### config.mk
export PLATFORM = sky130hd
export DESIGN_NAME = serial_adder
export DESIGN_NICKNAME = d
export VERILOG_FILES = /design/src/rtl/serial_adder.sv
export SDC_FILE = /design/constraint.sdc
export NUM_CORES = 1
export LEC_CHECK = 0
export CORE_ASPECT_RATIO = 0.5
export CORE_MARGIN = 4
export CORE_UTILIZATION = 53
export DETAILED_ROUTE_END_ITERATION = 8
export PLACE_DENSITY_LB_ADDON = 0.05
export SYNTH_ARGS = -nofsm -noshare
export SYNTH_HDL_FRONTEND = slang
export SYNTH_SLANG_ARGS = --single-unit
### constraint.sdc
create_clock -name clk -period 2 [get_ports clk]
set_input_delay 0.3 -clock clk [delete_from_list [all_inputs] [get_ports clk]]
set_output_delay 0.3 -clock clk [all_outputs]
set_load 0.02 [all_outputs]
### src/rtl/serial_adder.sv
// Bit-serial adder/subtractor: one full-adder cell processes one bit per clock, LSB first.
// Subtraction is a + ~b + 1; carry then reads as the unsigned no-borrow flag.
module serial_adder #(
    parameter int unsigned WIDTH = 8
) (
    input  logic             clk,
    input  logic             rst,
    input  logic             start,
    input  logic             sub,
    input  logic [WIDTH-1:0] a,
    input  logic [WIDTH-1:0] b,
    input  logic             cin,
    output logic [WIDTH-1:0] sum,
    output logic             carry,
    output logic             busy,
    output logic             done
);

    localparam int unsigned CntW = $clog2(WIDTH + 1);
    localparam logic [CntW-1:0] LastBit = CntW'(WIDTH - 1);

    typedef enum logic [1:0] {StIdle, StRun, StDone} state_e;

    state_e           state_q, state_d;
    logic [WIDTH-1:0] op_a_q, op_b_q, op_a_next, sum_q;
    logic [CntW-1:0]  cnt_q;
    logic             cr_q, carry_q;
    logic             load, last_bit;
    logic             hs, hc, s_bit, c_bit;

    // Full adder from two half-adder stages plus the carry OR.
    assign hs    = op_a_q[0] ^ op_b_q[0];
    assign hc    = op_a_q[0] & op_b_q[0];
    assign s_bit = hs ^ cr_q;
    assign c_bit = hc | (hs & cr_q);

    // Operand A doubles as the sum shift register: each consumed LSB frees an MSB slot.
    if (WIDTH == 1) begin : g_w1
        assign op_a_next = s_bit;
    end else begin : g_wn
        assign op_a_next = {s_bit, op_a_q[WIDTH-1:1]};
    end

    assign load     = start && (state_q == StIdle || state_q == StDone);
    assign last_bit = (cnt_q == LastBit);

    always_ff @(posedge clk or posedge rst) begin
        if (rst) begin
            state_q <= StIdle;
        end else begin
            state_q <= state_d;
        end
    end

    always_comb begin
        state_d = state_q;
        unique case (state_q)
            StIdle:  if (start) state_d = StRun;
            StRun:   if (last_bit) state_d = StDone;
            StDone:  state_d = start ? StRun : StIdle;
            default: state_d = StIdle;
        endcase
    end

    always_comb begin
        busy  = (state_q == StRun);
        done  = (state_q == StDone);
        sum   = sum_q;
        carry = carry_q;
    end

    always_ff @(posedge clk or posedge rst) begin
        if (rst) begin
            op_a_q  <= '0;
            op_b_q  <= '0;
            cr_q    <= 1'b0;
            cnt_q   <= '0;
            sum_q   <= '0;
            carry_q <= 1'b0;
        end else if (load) begin
            op_a_q <= a;
            op_b_q <= sub ? ~b : b;
            cr_q   <= sub ? 1'b1 : cin;
            cnt_q  <= '0;
        end else if (state_q == StRun) begin
            op_a_q <= op_a_next;
            op_b_q <= op_b_q >> 1;
            cr_q   <= c_bit;
            cnt_q  <= cnt_q + CntW'(1);
            if (last_bit) begin
                sum_q   <= op_a_next;
                carry_q <= c_bit;
            end
        end
    end

endmodule

* Word-level counts from Yosys, hierarchy flattened
Index checks and enable logic that the tools add are counted.
** Word-level totals
- Memories kept :: 0
- RAM bits :: 0
- Output and inout port bits :: 11
- Register bits :: 32
- Latch bits :: 0
- Memory bits (read-only) :: 0
** Operators by class
- Shifts and indexed selects :: 0
- Reduce and logical (&&, ||, !) cells :: 6
- Bitwise operators :: 7
- Muxes and demuxes :: 14
- Eq/ne operators :: 5
- Order comparisons :: 0
- Multipliers :: 0
- Div/mod/pow operators :: 0
- Add/subtract/negate cells :: 1
** Operator list (number)
- 2-to-1 mux 8 bit :: 5
- 2-to-1 mux 4 bit :: 2
- NOT 8 bit :: 1
- case mux 2 bit (3 select lines) :: 1
- adder 4 x 1 -> 4 bit (second input constant) :: 1
- == test 4 x 3 -> 1 bit (second input constant) :: 1
- 2-to-1 mux 1 bit :: 4
- 2-to-1 mux 2 bit :: 2
- AND reduction 3 bit :: 1
- AND 1 bit :: 2
- == test 2 x 1 -> 1 bit (second input constant) :: 1
- == test 2 bit (second input constant) :: 1
- zero test 2 bit :: 1
- inequality test 2 x 1 -> 1 bit (second input constant) :: 1
- inequality test 2 bit (second input constant) :: 1
- AND reduction 2 bit :: 1
- nonzero test 2 bit :: 1
- XOR 1 bit :: 2
- logical AND 1 bit :: 1
- logical OR 1 bit :: 1
- NOT 1 bit :: 1
- bitwise OR 1 bit :: 1

* Longest topological paths before layout
Gate-level depths: netlist (run 1).
- Depth in word-level cells :: 5
- Gate-level depth with buffers :: 5
- Depth with buffers taken out :: 4

* Least setup slack after synthesis (run 1)
OpenSTA, ideal clock, no wires.
- Path kind :: reg-to-reg
- From :: reg cnt_q[0]
- To :: reg carry_q (netlist: carry)
- Setup time :: 0.125 ns
- Cell stages (with the launch flop) :: 6
- Path buffers :: 1
- Arrival :: 1.253 ns
- Path slack :: 0.622 ns
- Clock period less this slack :: 1.378 ns
- Cell sequence :: dfrtp_1 > ha_1 > nand2_1 > nor3b_2 > buf_6 > mux2_2
** Between the ends
- Cells in the longest elaborated chain, start to end :: 2
** RTL lines
- start: declaration :: RTL line 26 : logic [CntW-1:0] cnt_q;
- start signal: assignment :: RTL line 89 : cnt_q <= cnt_q + CntW'(1);
- == test 4 x 3 -> 1 bit :: RTL line 45 : assign last_bit = (cnt_q == LastBit);
- AND reduction 3 bit (no line)
- end signal: assignment :: RTL line 92 : carry_q <= c_bit;
- end: declaration :: RTL line 27 : logic cr_q, carry_q;
Every way passes these cells.
A chain may end at the register's enable or synchronous reset.

* Final worst setup path (run 1)
- From :: reg state_q[0]
- To :: out busy
** Between the ends
- Cells in the longest elaborated chain, start to end :: 1
** RTL lines
- start: declaration :: RTL line 24 : state_e state_q, state_d;
- start signal: assignment :: RTL line 49 : state_q <= StIdle;
- start signal: assignment :: RTL line 51 : state_q <= state_d;
- == test 2 x 1 -> 1 bit :: RTL line 66 : busy = (state_q == StRun);
- end: declaration :: RTL line 15 : output logic busy,
Every way passes these cells.

==> results of run 1 <==
-- worst max path at each step --
| stage | start | endpoint | slack (ns) | depth (start not counted) |
|---|---|---|---|---|
| global placement | sub | op_b_q[2] | 0.36 | 4 |
| CTS | state_q[0] | busy | 0.12 | 2 |
| detailed placement | sub | op_b_q[6] | 0.30 | 4 |
| finish | state_q[0] | busy | 0.14 | 2 |
| global route | state_q[0] | busy | 0.06 | 2 |
| floorplan | cnt_q[0] | carry | 0.62 | 5 |
-- logic make-up after synthesis --
| family | share of synthesized area [%] |
|---|---|
| flip-flops | 54.5 |
| multiplexers | 13.2 |
| buffers and inverters | 4.00 |
| AO/OA/AOI/OAI | 14.1 |
| adder cells (fa/ha/maj) | 2.21 |
| XOR/XNOR | 4.77 |
| AND/OR/NAND/NOR | 7.23 |
-- stage by stage --
step / instance area [sq um] / hold slack [ns] / power (mW) / setup WS (ns)
detailed placement: 1820 / 0.494 / 2.55 / 0.303
finish: 1910 / 0.406 / 3.03 / 0.139
floorplan: 1470 / 0.416 / 2.12 / 0.622
global placement: 1820 / 0.489 / 2.51 / 0.357
global route: 1910 / 0.449 / 3.28 / 0.0606
CTS: 1910 / 0.412 / 3.07 / 0.116
-- flip-flops by register name (all words and copies together) (netlist names) --
register / flops
cr_q: 1
op_b_q: 8
sum: 8
state_q: 2
op_a_q: 8
cnt_q: 4
carry: 1
-- power breakdown --
| part | total, mW | internal [mW] | leakage [nW] | switching, mW |
|---|---|---|---|---|
| clock network | 0.502 | 0.280 | 0.0455 | 0.222 |
| logic | 1.35 | 0.752 | 0.455 | 0.600 |
| registers | 1.18 | 0.969 | 0.392 | 0.209 |
-- layout make-up --
cell class | instances | area (sq um) | share of cell area, %
multi-input cells | 75 | 611 | 31.9
flip-flops and latches | 32 | 801 | 41.8
repair buffers | 38 | 363 | 19.0
well taps | 37 | 46.3 | 2.42
inverters | 1 | 3.75 | 0.196
clock buffers | 8 | 90.1 | 4.71
-- worst max-delay path, delay by kind of cell (launching register included) --
family	cells	cell delay, ns
flip-flops	1	0.38
buffers and inverters	1	0.64
AND/OR/NAND/NOR	1	0.26
-- layout by cell type (no fill, tap or decap), drive strengths merged, types with 2 or more instances in the layout --
| cell type | count |
|---|---|
| clkdlybuf4s50 | 31 |
| nand2 | 9 |
| mux2i | 7 |
| xnor2 | 2 |
| clkbuf | 8 |
| a22o | 10 |
| a221o | 3 |
| mux2 | 11 |
| dfrtp | 32 |
| buf | 7 |
| o21ai | 6 |
| nor2b | 3 |
| xor2 | 6 |
| a21o | 8 |
| nor2 | 5 |
-- routing by layer --
metal	global-route usage [%]	vias up
met5	0	-
met4	5.96	0
met3	9.36	6
met2	25.5	25
met1	23.6	483
li1	-	480
==> impl_metrics.toml, run 1 <==
[clocking]
clock_sinks = 32
cts_setup_buffers = 0
clockBufferDepth = 2
cts_tree = "built"
clockRootBuffer = "clkbuf_8"
htree_levels = 2
clock_latency_ns = 0.28
numCtsBuffers = 5
clkTransAtPathRegs_ns = 0.06
cts_hold_buf = 0
postCtsResizedCells = 0

[route]
top_layer = "met4"
ant_nets = 0
wl_met1_mm = 1.27
wl_per_cell_um = 14.5
wl_mm = 2.77
vias = 994
drc = 0
viasPerCell = 5.20
drt-initial-drc-count = 22
wl_met2_mm = 1.22
drtPass1Iterations = 4
dr_wl_met3_um = 234

[timing]
fin_worst_skew_ns = 0.00575
tightest_slew_ns = 0.563
drv_slew = 0
rsz0062_at_grt = "no"
period_needed_ns = 1.86
tns_ns = 0
slew_headroom_pct = 62.4
hold_viol_final = 0
timing.fmax_mhz = 537
final-setup-viol-count = 0
fin_crit_sh_pct = 93.0

[die]
fp.dieW_um = 82.5
start_util_pct = 56.1
die_area_sq_mm = 0.00373
rows = 13
die_height_um = 45.2
ioPinCount = 32
core_area_sq_mm = 0.00262

[synthesis]
async_flop_share_pct = 100
yosys.area.top_type = "dfrtp_1"
synth_cell_types = 23
synth.area.top_cells = "dfrtp_1 (54%), mux2_2 (8.4%), a22o_1 (6.0%), mux2i_1 (4.8%), a21o_1 (4.1%)"
yosysMostFrequentCell = "dfrtp_1"
yosysWarningCount = 0
syn_area_per_cell_sq_um = 12.7
syn_inst = 116
synth_edf_count = 0
yosysTopAreaCellShare_pct = 54.5
ys_seq_elements = 32
ys_seq_area_share_pct = 54.5
synth_area_sq_mm = 0.00147
synthFlopType = "dfrtp_1"
syn_nets = 139
synth_commonest_cells = "dfrtp_1 (32), mux2_2 (11), a22o_1 (10)"

[worst_setup_path]
reg2reg_slack_ns = 0.48
r2r_end = "sum[2]"
crit_path_max_incr_delay_ns = 0.64
cp.required_ns = 1.70
setup.worst_path.end_class = "output pin"
start_kind = "register"
reg2reg_from = "cnt_q[0]"
path_cells = "nor2b_4, clkdlybuf4s50_1"
cpMaxStageDelayCell = "clkdlybuf4s50_1"
arrival_ns = 1.56
r2r_cells = 5
worstSetupPathType = "register to output pin"
path_max_fanout = 8

[grt]
gr-usage-all-layers_pct = 17.9
grt_pass1_vias = 949
gr-total-overflow = 0
antenna_found_initial = 0
grt_pass1_wl_mm = 4.61
grt_max_degree = 33

[power_and_ir_drop]
p_leak_nw = 0.892
power_density_mw_per_mm2 = 1580
peakVddDrop_mv = 0.845

[final_layout]
area_growth_pct = 30.2
final_layout_size_suffix_gt1_share_pct = 17.5
final_util_pct = 73.1
instances_no_fill = 191
fill_cells = 191
nNetsFinal = 176
diodes = 0

[job]
maxCapViolations = 0

[placement]
hpwlAfterDp_mm = 1.97
gp_congestion = 0.772
io_buffers = 31
place_inst = 183

[min_path]
holdCritPathClass = "input pin to async pin"

[status]
run_status = "finished, final reports clean"
No activity file was read; power rests on OpenSTA's default activity.
==> inputs of run 2 (changes only) <==
- CAP_MARGIN: unset -> 10
- CTS_CLUSTER_DIAMETER: unset -> 150
==> results of run 2 <==
Same layout as run 1: the final DEF is identical, and so are final timing and power.
==> inputs of run 3 (changes only) <==
- CORE_MARGIN: 4 -> unset
==> run 3 against run 2 <==
  * Sequential power hardly changed
  * Clock skew shrank 0.0036 ns
  * Worst setup slack improved by 0.11 ns
  * Critical path depth is the same
  * Clock power down 1%
  * Combinational power about the same
  * Via count rose by 0.10%
  * Non-clock buffer count is 1 lower
==> impl_metrics.toml, run 3 (synthesis gave the netlist of run 1 again) <==
[grt]
gr-usage-all-layers_pct = 19.4
antenna_found_initial = 0
grt_max_degree = 33
gr-total-overflow = 0
grt_pass1_wl_mm = 4.16
grt_pass1_vias = 918

[power_and_ir_drop]
p_total_mw = 3.01
p_leak_nw = 0.887
peakVddDrop_mv = 0.689
power_density_mw_per_mm2 = 1580

[placement]
io_buffers = 31
hpwlAfterDp_mm = 1.84
gp_congestion = 0.698

[final_layout]
layout_commonest_cell = "dfrtp_1"
final_util_pct = 72.8
final_cell_mix = "dfrtp_1 (32), clkdlybuf4s50_1 (31), mux2_2 (11)"
final_layout_size_suffix_gt1_share_pct = 17.0
area_growth_pct = 29.7
nNetsFinal = 175
diodes = 0

[clocking]
clockBufferDepth = 2
cts_setup_buffers = 0
numCtsBuffers = 5
clock_latency_ns = 0.27
clock_sinks = 32
htree_levels = 2
cts_tree = "built"
clkTransAtPathRegs_ns = 0.06
postCtsResizedCells = 0
cts_hold_buf = 0
clockRootBuffer = "clkbuf_8"

[timing]
tns_ns = 0
slew_headroom_pct = 62.5
tightest_slew_ns = 0.561
fin_crit_sh_pct = 87.6
timing.fmax_mhz = 571
fin_worst_skew_ns = 0.00216
hold_viol_final = 0
drv_slew = 0
period_needed_ns = 1.75
rsz0062_at_grt = "no"
final-setup-viol-count = 0

[die]
rows = 13
die_area_sq_mm = 0.00300
core_area_sq_mm = 0.00262
die_height_um = 39.2
fp.dieW_um = 76.5
start_util_pct = 56.1
ioPinCount = 32

[status]
run_status = "finished, final reports clean"

[route]
viasPerCell = 5.24
drtPass1Iterations = 4
ant_nets = 0
wl_mm = 2.59
drc = 0
drt-initial-drc-count = 46
wl_per_cell_um = 13.6
vias = 995

[worst_setup_path]
cp.required_ns = 1.70
worstSetupPathType = "register to output pin"
path_cells = "nor2b_4, clkdlybuf4s50_1"
path_max_fanout = 4
crit_path_max_incr_delay_ns = 0.61
start_kind = "register"
setup.worst_path.end_class = "output pin"
cpMaxStageDelayCell = "clkdlybuf4s50_1"
path_delay_family = "buffers and inverters"
arrival_ns = 1.45
worstPathBufferInverterCount = 1

[min_path]
holdCritPathClass = "input pin to async pin"

[job]
maxCapViolations = 0
==> run 3: changes by cell type in the layout (fill, tap and decap cells not counted) <==
cell,before,now
buf_4,7,6
==> run 3: path summary, 6_finish.rpt <==
check	from	end	depth (start not counted)	slack, ns
min in group clk	sum[4]	sum[4]	1	0.50
max	state_q[0]	busy	2	0.25
max in group asynchronous	rst	op_b_q[0]	3	1.29
max reg2reg	state_q[0]	cnt_q[0]	4	0.41
min	rst	sum[5]	3	0.42
min reg2reg	sum[4]	sum[4]	1	0.50
==> run 3: report_power, final <==
group / internal [mW] / total [mW] / leakage, nW / switching [mW]
combinational: 0.737 / 1.33 / 0.450 / 0.595
sequential: 0.969 / 1.18 / 0.392 / 0.214
clock: 0.280 / 0.495 / 0.0455 / 0.215
total: 1.99 / 3.01 / 0.887 / 1.02
==> run 3: per-layer routing <==
layer	track usage (%)	wire, um
met5	0	0
met4	4.33	0
met3	6.82	125
met2	32.9	1180
met1	24.7	1280
==> run 3: final cells by class <==
class | instances | area (sq um)
fillers | 183 | 712
inverters | 1 | 3.75
clock buffers | 8 | 90.1
well taps | 37 | 46.3
multi-input cells | 75 | 611
repair buffers | 37 | 355
flip-flops and latches | 32 | 801
==> run 3: per-stage QoR <==
stage               area [sq um]  cells  hold WS [ns]  worst slack (ns)
finish                      1910    190         0.417             0.248
global route                1910    190         0.461             0.175
CTS                         1910    190         0.432             0.242
detailed placement          1820    182         0.495             0.294
global placement            1820    182         0.485             0.343
floorplan                   1470    116         0.416             0.622
==> run 3: worst min-delay path, cell delays in order <==
cell and delay [ns]:
clkdlybuf4s50_1 0.40, inv_1 0.06, buf_4 0.35
==> variant 1, RTL diff (flow settings as in run 3) <==
The 3 states of `state_e` get a one-hot encoding in 3 bits.
--- a/src/rtl/serial_adder.sv
+++ b/src/rtl/serial_adder.sv
@@ -20,5 +20,5 @@
     localparam logic [CntW-1:0] LastBit = CntW'(WIDTH - 1);
 
-    typedef enum logic [1:0] {StIdle, StRun, StDone} state_e;
+    typedef enum logic [2:0] {StIdle = 3'b001, StRun = 3'b010, StDone = 3'b100} state_e;
 
     state_e           state_q, state_d;
Formal check against the unedited RTL: same outputs for any inputs over 10 cycles, from zero or initial values and one cycle with rst high; not proved beyond that.
==> variant 1 against run 3 <==
- clock skew rose by 0.0027 ns
- combinational power is 39% lower
- sequential cell count up 1
- power is 23% lower
- global-route usage up 2.0 points
- first-iteration DRC count increased by 20%
- worst setup slack got worse by 0.13 ns
- design area increased by 6.6%
- highest routed layer is now met4
- area after synthesis rose by 5.4%
- core utilization increased by 2.9 points
- register-to-register slack got worse by 0.25 ns
- clock power shrank 5.7%
- hold slack worse by 0.011 ns
- routed wire length up 15%
==> variant 1: results (changes against run 3) <==
[finish]
fin_nets = 189  ; +8.0%
n_all_buffers = 40  ; +8.1%
nClkBuffers = 6  ; -2
buffer_area_share_pct = 19.1  ; +0.50 points
multi_input_area_um2 = 677  ; +11%
fill_cells = 197  ; +7.7%
drive_gt1_share_pct = 20.4  ; +3.4 points
fin_cells = 204  ; +7.4%
clock_cell_area_share_pct = 4.06  ; -0.66 points
n_all_inverters = 3  ; +2

[run_status]
status = finished, final reports clean

[placed_design]
dp.cells = 196  ; +7.7%
gp_congestion = 0.753  ; +7.9%
pre_cts_ws_ns = 0.159  ; -0.134 ns
dp_hpwl_mm = 2.09  ; +14%

[pwr]
p_leak_uw = 0.000910  ; +2.6%
cellPowerDensity_nw_per_um2 = 1140  ; -28%
finalPower_uw = 2310  ; -23%
comb-power_uw = 807  ; -39%
ir_drop_uv = 631  ; -8.4%

[drt]
topRoutingLayerUsed = met4
m1WireLength_mm = 1.43  ; +11%
drt_iter0_drc = 55  ; +20%
viasPerCell = 5.32  ; +1.7%
met3_length_um = 132  ; +5.6%

[synthesis]
synth_cells = 125  ; +7.8%
seq_area_frac_synth_pct = 53.3  ; -1.1 points
synth_cell_types = 28  ; +22%
syn-num-nets = 148  ; +6.5%
synthTopCellsByCount = dfrtp_1, mux2_2, nand2_1
synth_seq_cells = 33  ; +3.1%

[timing]
max_slew_margin_pct = 72.5  ; +9.9 points
holdWs_ns = 0.406  ; -0.0111 ns
finClkSkew_ns = 0.00487  ; +0.00271 ns
period_minus_slack_ns = 1.88  ; +0.127 ns

[global_routing]
use_met1_pct = 27.4  ; +2.7 points
grt_pass1_vias = 983  ; +7.1%
grtUsageTotal_pct = 21.5  ; +2.0 points
grt_max_degree = 34  ; +3.0%
grt_pass1_wl_mm = 4.68  ; +12%
use_met3_pct = 9.09  ; +2.3 points

[worst_setup_path]
r2r_cells = 5  ; +1

[clock_tree]
cts_resized = 1  ; +1

-- variant 1: changes by cell type after synthesis, moves of 4 or more --
cell and delta:
a21oi_1 +4, a22oi_1 +5, a21o_1 -8, a22o_1 -10, and2_1 +4, buf_2 -4, a2bb2oi_1 +5, mux2_2 +4
-- variant 1: path summary, 6_finish.rpt --
| path | from | endpoint |
|---|---|---|
| max reg2reg | state_q[2] | sum[5] |
| min in group clk | sum[3] | sum[3] |
| max | state_q[2] | busy |
| max in group asynchronous | rst | state_q[0] |
| min | rst | sum[7] |
| min reg2reg | sum[3] | sum[3] |
-- variant 1: worst max-delay path: stages, from the launching register on --
cell and delay (ns):
dfrtp_1 0.41, or3b_1 0.45, inv_2 0.11, dlygate4sd2_1 0.33
-- variant 1: cells by family after synthesis --
logic type	Yosys count	synth area share, %
simple gates	25	8.80
compound gates	21	9.77
xor+xnor	10	5.65
mux	25	17.4
buf+inv	9	2.99
flops	33	53.3
fa+ha+maj	2	2.10
==> variant 2, RTL diff (config.mk and constraints of run 3) <==
Without the edit above. Set the parameter `WIDTH` to 16 (it was 8).
--- a/src/rtl/serial_adder.sv
+++ b/src/rtl/serial_adder.sv
@@ -2,5 +2,5 @@
 // Subtraction is a + ~b + 1; carry then reads as the unsigned no-borrow flag.
 module serial_adder #(
-    parameter int unsigned WIDTH = 8
+    parameter int unsigned WIDTH = 16
 ) (
     input  logic             clk,
Ports: changed (resized a, b and sum); port bits go from 32 to 56. The function was not compared with the original's and may differ.
==> variant 2 against run 3 <==
- sequential cell count grew 25
- largest cell class unchanged
- worst setup slack lost 0.048 ns
- routed wire length grew 110%
- via count grew 98%
- highest routed layer is now met4
- count of clock-buffer cells in the layout grew 4
- area after synthesis grew 80%
- clock skew grew 0.0021 ns
- power grew 95%
- critical path depth grew 3
- design area grew 83%
- combinational power grew 80%
- non-clock buffer count grew 26
==> variant 2: results (changes against run 3) <==
[worst_setup_path]
r2r_end = sum[13]
reg2reg_slack_ns = 0.20  ; -0.21 ns
r2r_cells = 5  ; +1

[finish]
drive_gt1_share_pct = 14.7  ; -2.3 points

[pwr]
p_leak_uw = 0.00161  ; +82%
ir_drop_uv = 620  ; -9.9%
switching_share_pct = 35.4  ; +1.3 points

[synthesis]
syn_avg_cell_area_um2 = 10.7  ; -16%
synthTopCellsByCount = dfrtp_1, nand2_1, nor2_1
synth_cell_types = 27  ; +17%
seq_area_frac_synth_pct = 54.0  ; -0.52 points

[timing]
worstMarginPinSlew_ns = 0.409  ; -0.153 ns
holdWs_ns = 0.350  ; -0.0675 ns
fmax_mhz = 556  ; -2.6%

[placed_design]
numPortBuffers = 55  ; +77%
placed_area_um2 = 3240  ; +78%
dp_hpwl_mm = 3.55  ; +93%

[clock_tree]
htree_levels = 3  ; +1
clk_latency_ns = 0.32  ; +0.05 ns

[global_routing]
grt_pass1_vias = 1850  ; +100%
grt_pass1_wl_mm = 8.86  ; +110%
grtUsageTotal_pct = 23.2  ; +3.7 points

[drt]
wl_per_cell_um = 14.5  ; +6.4%
viasPerCell = 5.28  ; +0.90%
met2_length_mm = 2.50  ; +110%
met3_length_um = 297  ; +140%

[run_status]
status = finished, final reports clean

[variant 2: cell count changes in the layout (fill, tap and decap cells not counted), sizes merged, moves of 10 or more]
cell | before | now
nand3 | 0 | 16
nand2 | 9 | 50
xor2 | 6 | 16
a22oi | 0 | 15
dfrtp | 32 | 57
clkdlybuf4s50 | 31 | 54
a31oi | 0 | 16
nor2 | 5 | 19
[variant 2: area by class of cell]
cell class / count / area (um^2)
repair buffers: 63 / 626
clock buffers: 12 / 155
flip-flops and latches: 57 / 1430
multi-input cells: 167 / 1090
well taps: 66 / 82.6
fillers: 320 / 1100
clock inverters: 4 / 98.8
inverters: 4 / 20.0
[variant 2: power by group through the flow]
stage | Sequential, uW | Clock (uW) | Combinational (uW)
4_1_cts | 2120 | 1370 | 2410
2_1_floorplan | 2260 | 0 | 1480
3_3_place_gp | 2100 | 0 | 2310
3_5_place_dp | 2140 | 0 | 2390
5_1_grt | 2190 | 1420 | 2640
6_report | 2130 | 1350 | 2390
[variant 2: logic make-up after synthesis]
| kind of cell | synth area share, % |
|---|---|
| buffers and inverters | 5.02 |
| flip-flops | 54.0 |
| multiplexers | 9.70 |
| XOR/XNOR | 5.30 |
| AND/OR/NAND/NOR | 14.5 |
| adder cells (fa/ha/maj) | 1.70 |
| AO/OA/AOI/OAI | 9.80 |
[variant 2: worst max-delay path: stages (launching register included)]
cell     delay [ns]
dfrtp_1        0.41
ha_1           0.24
and3_1         0.19
ha_1           0.21
nand2_4        0.26
mux2_2         0.38
[variant 2: per-layer routing]
layer / vias to the layer above / global-route usage, %
li1: 954 / -
met2: 67 / 36.9
met4: 0 / 8.57
met3: 4 / 6.45
met1: 946 / 30.7
met5: - / 0
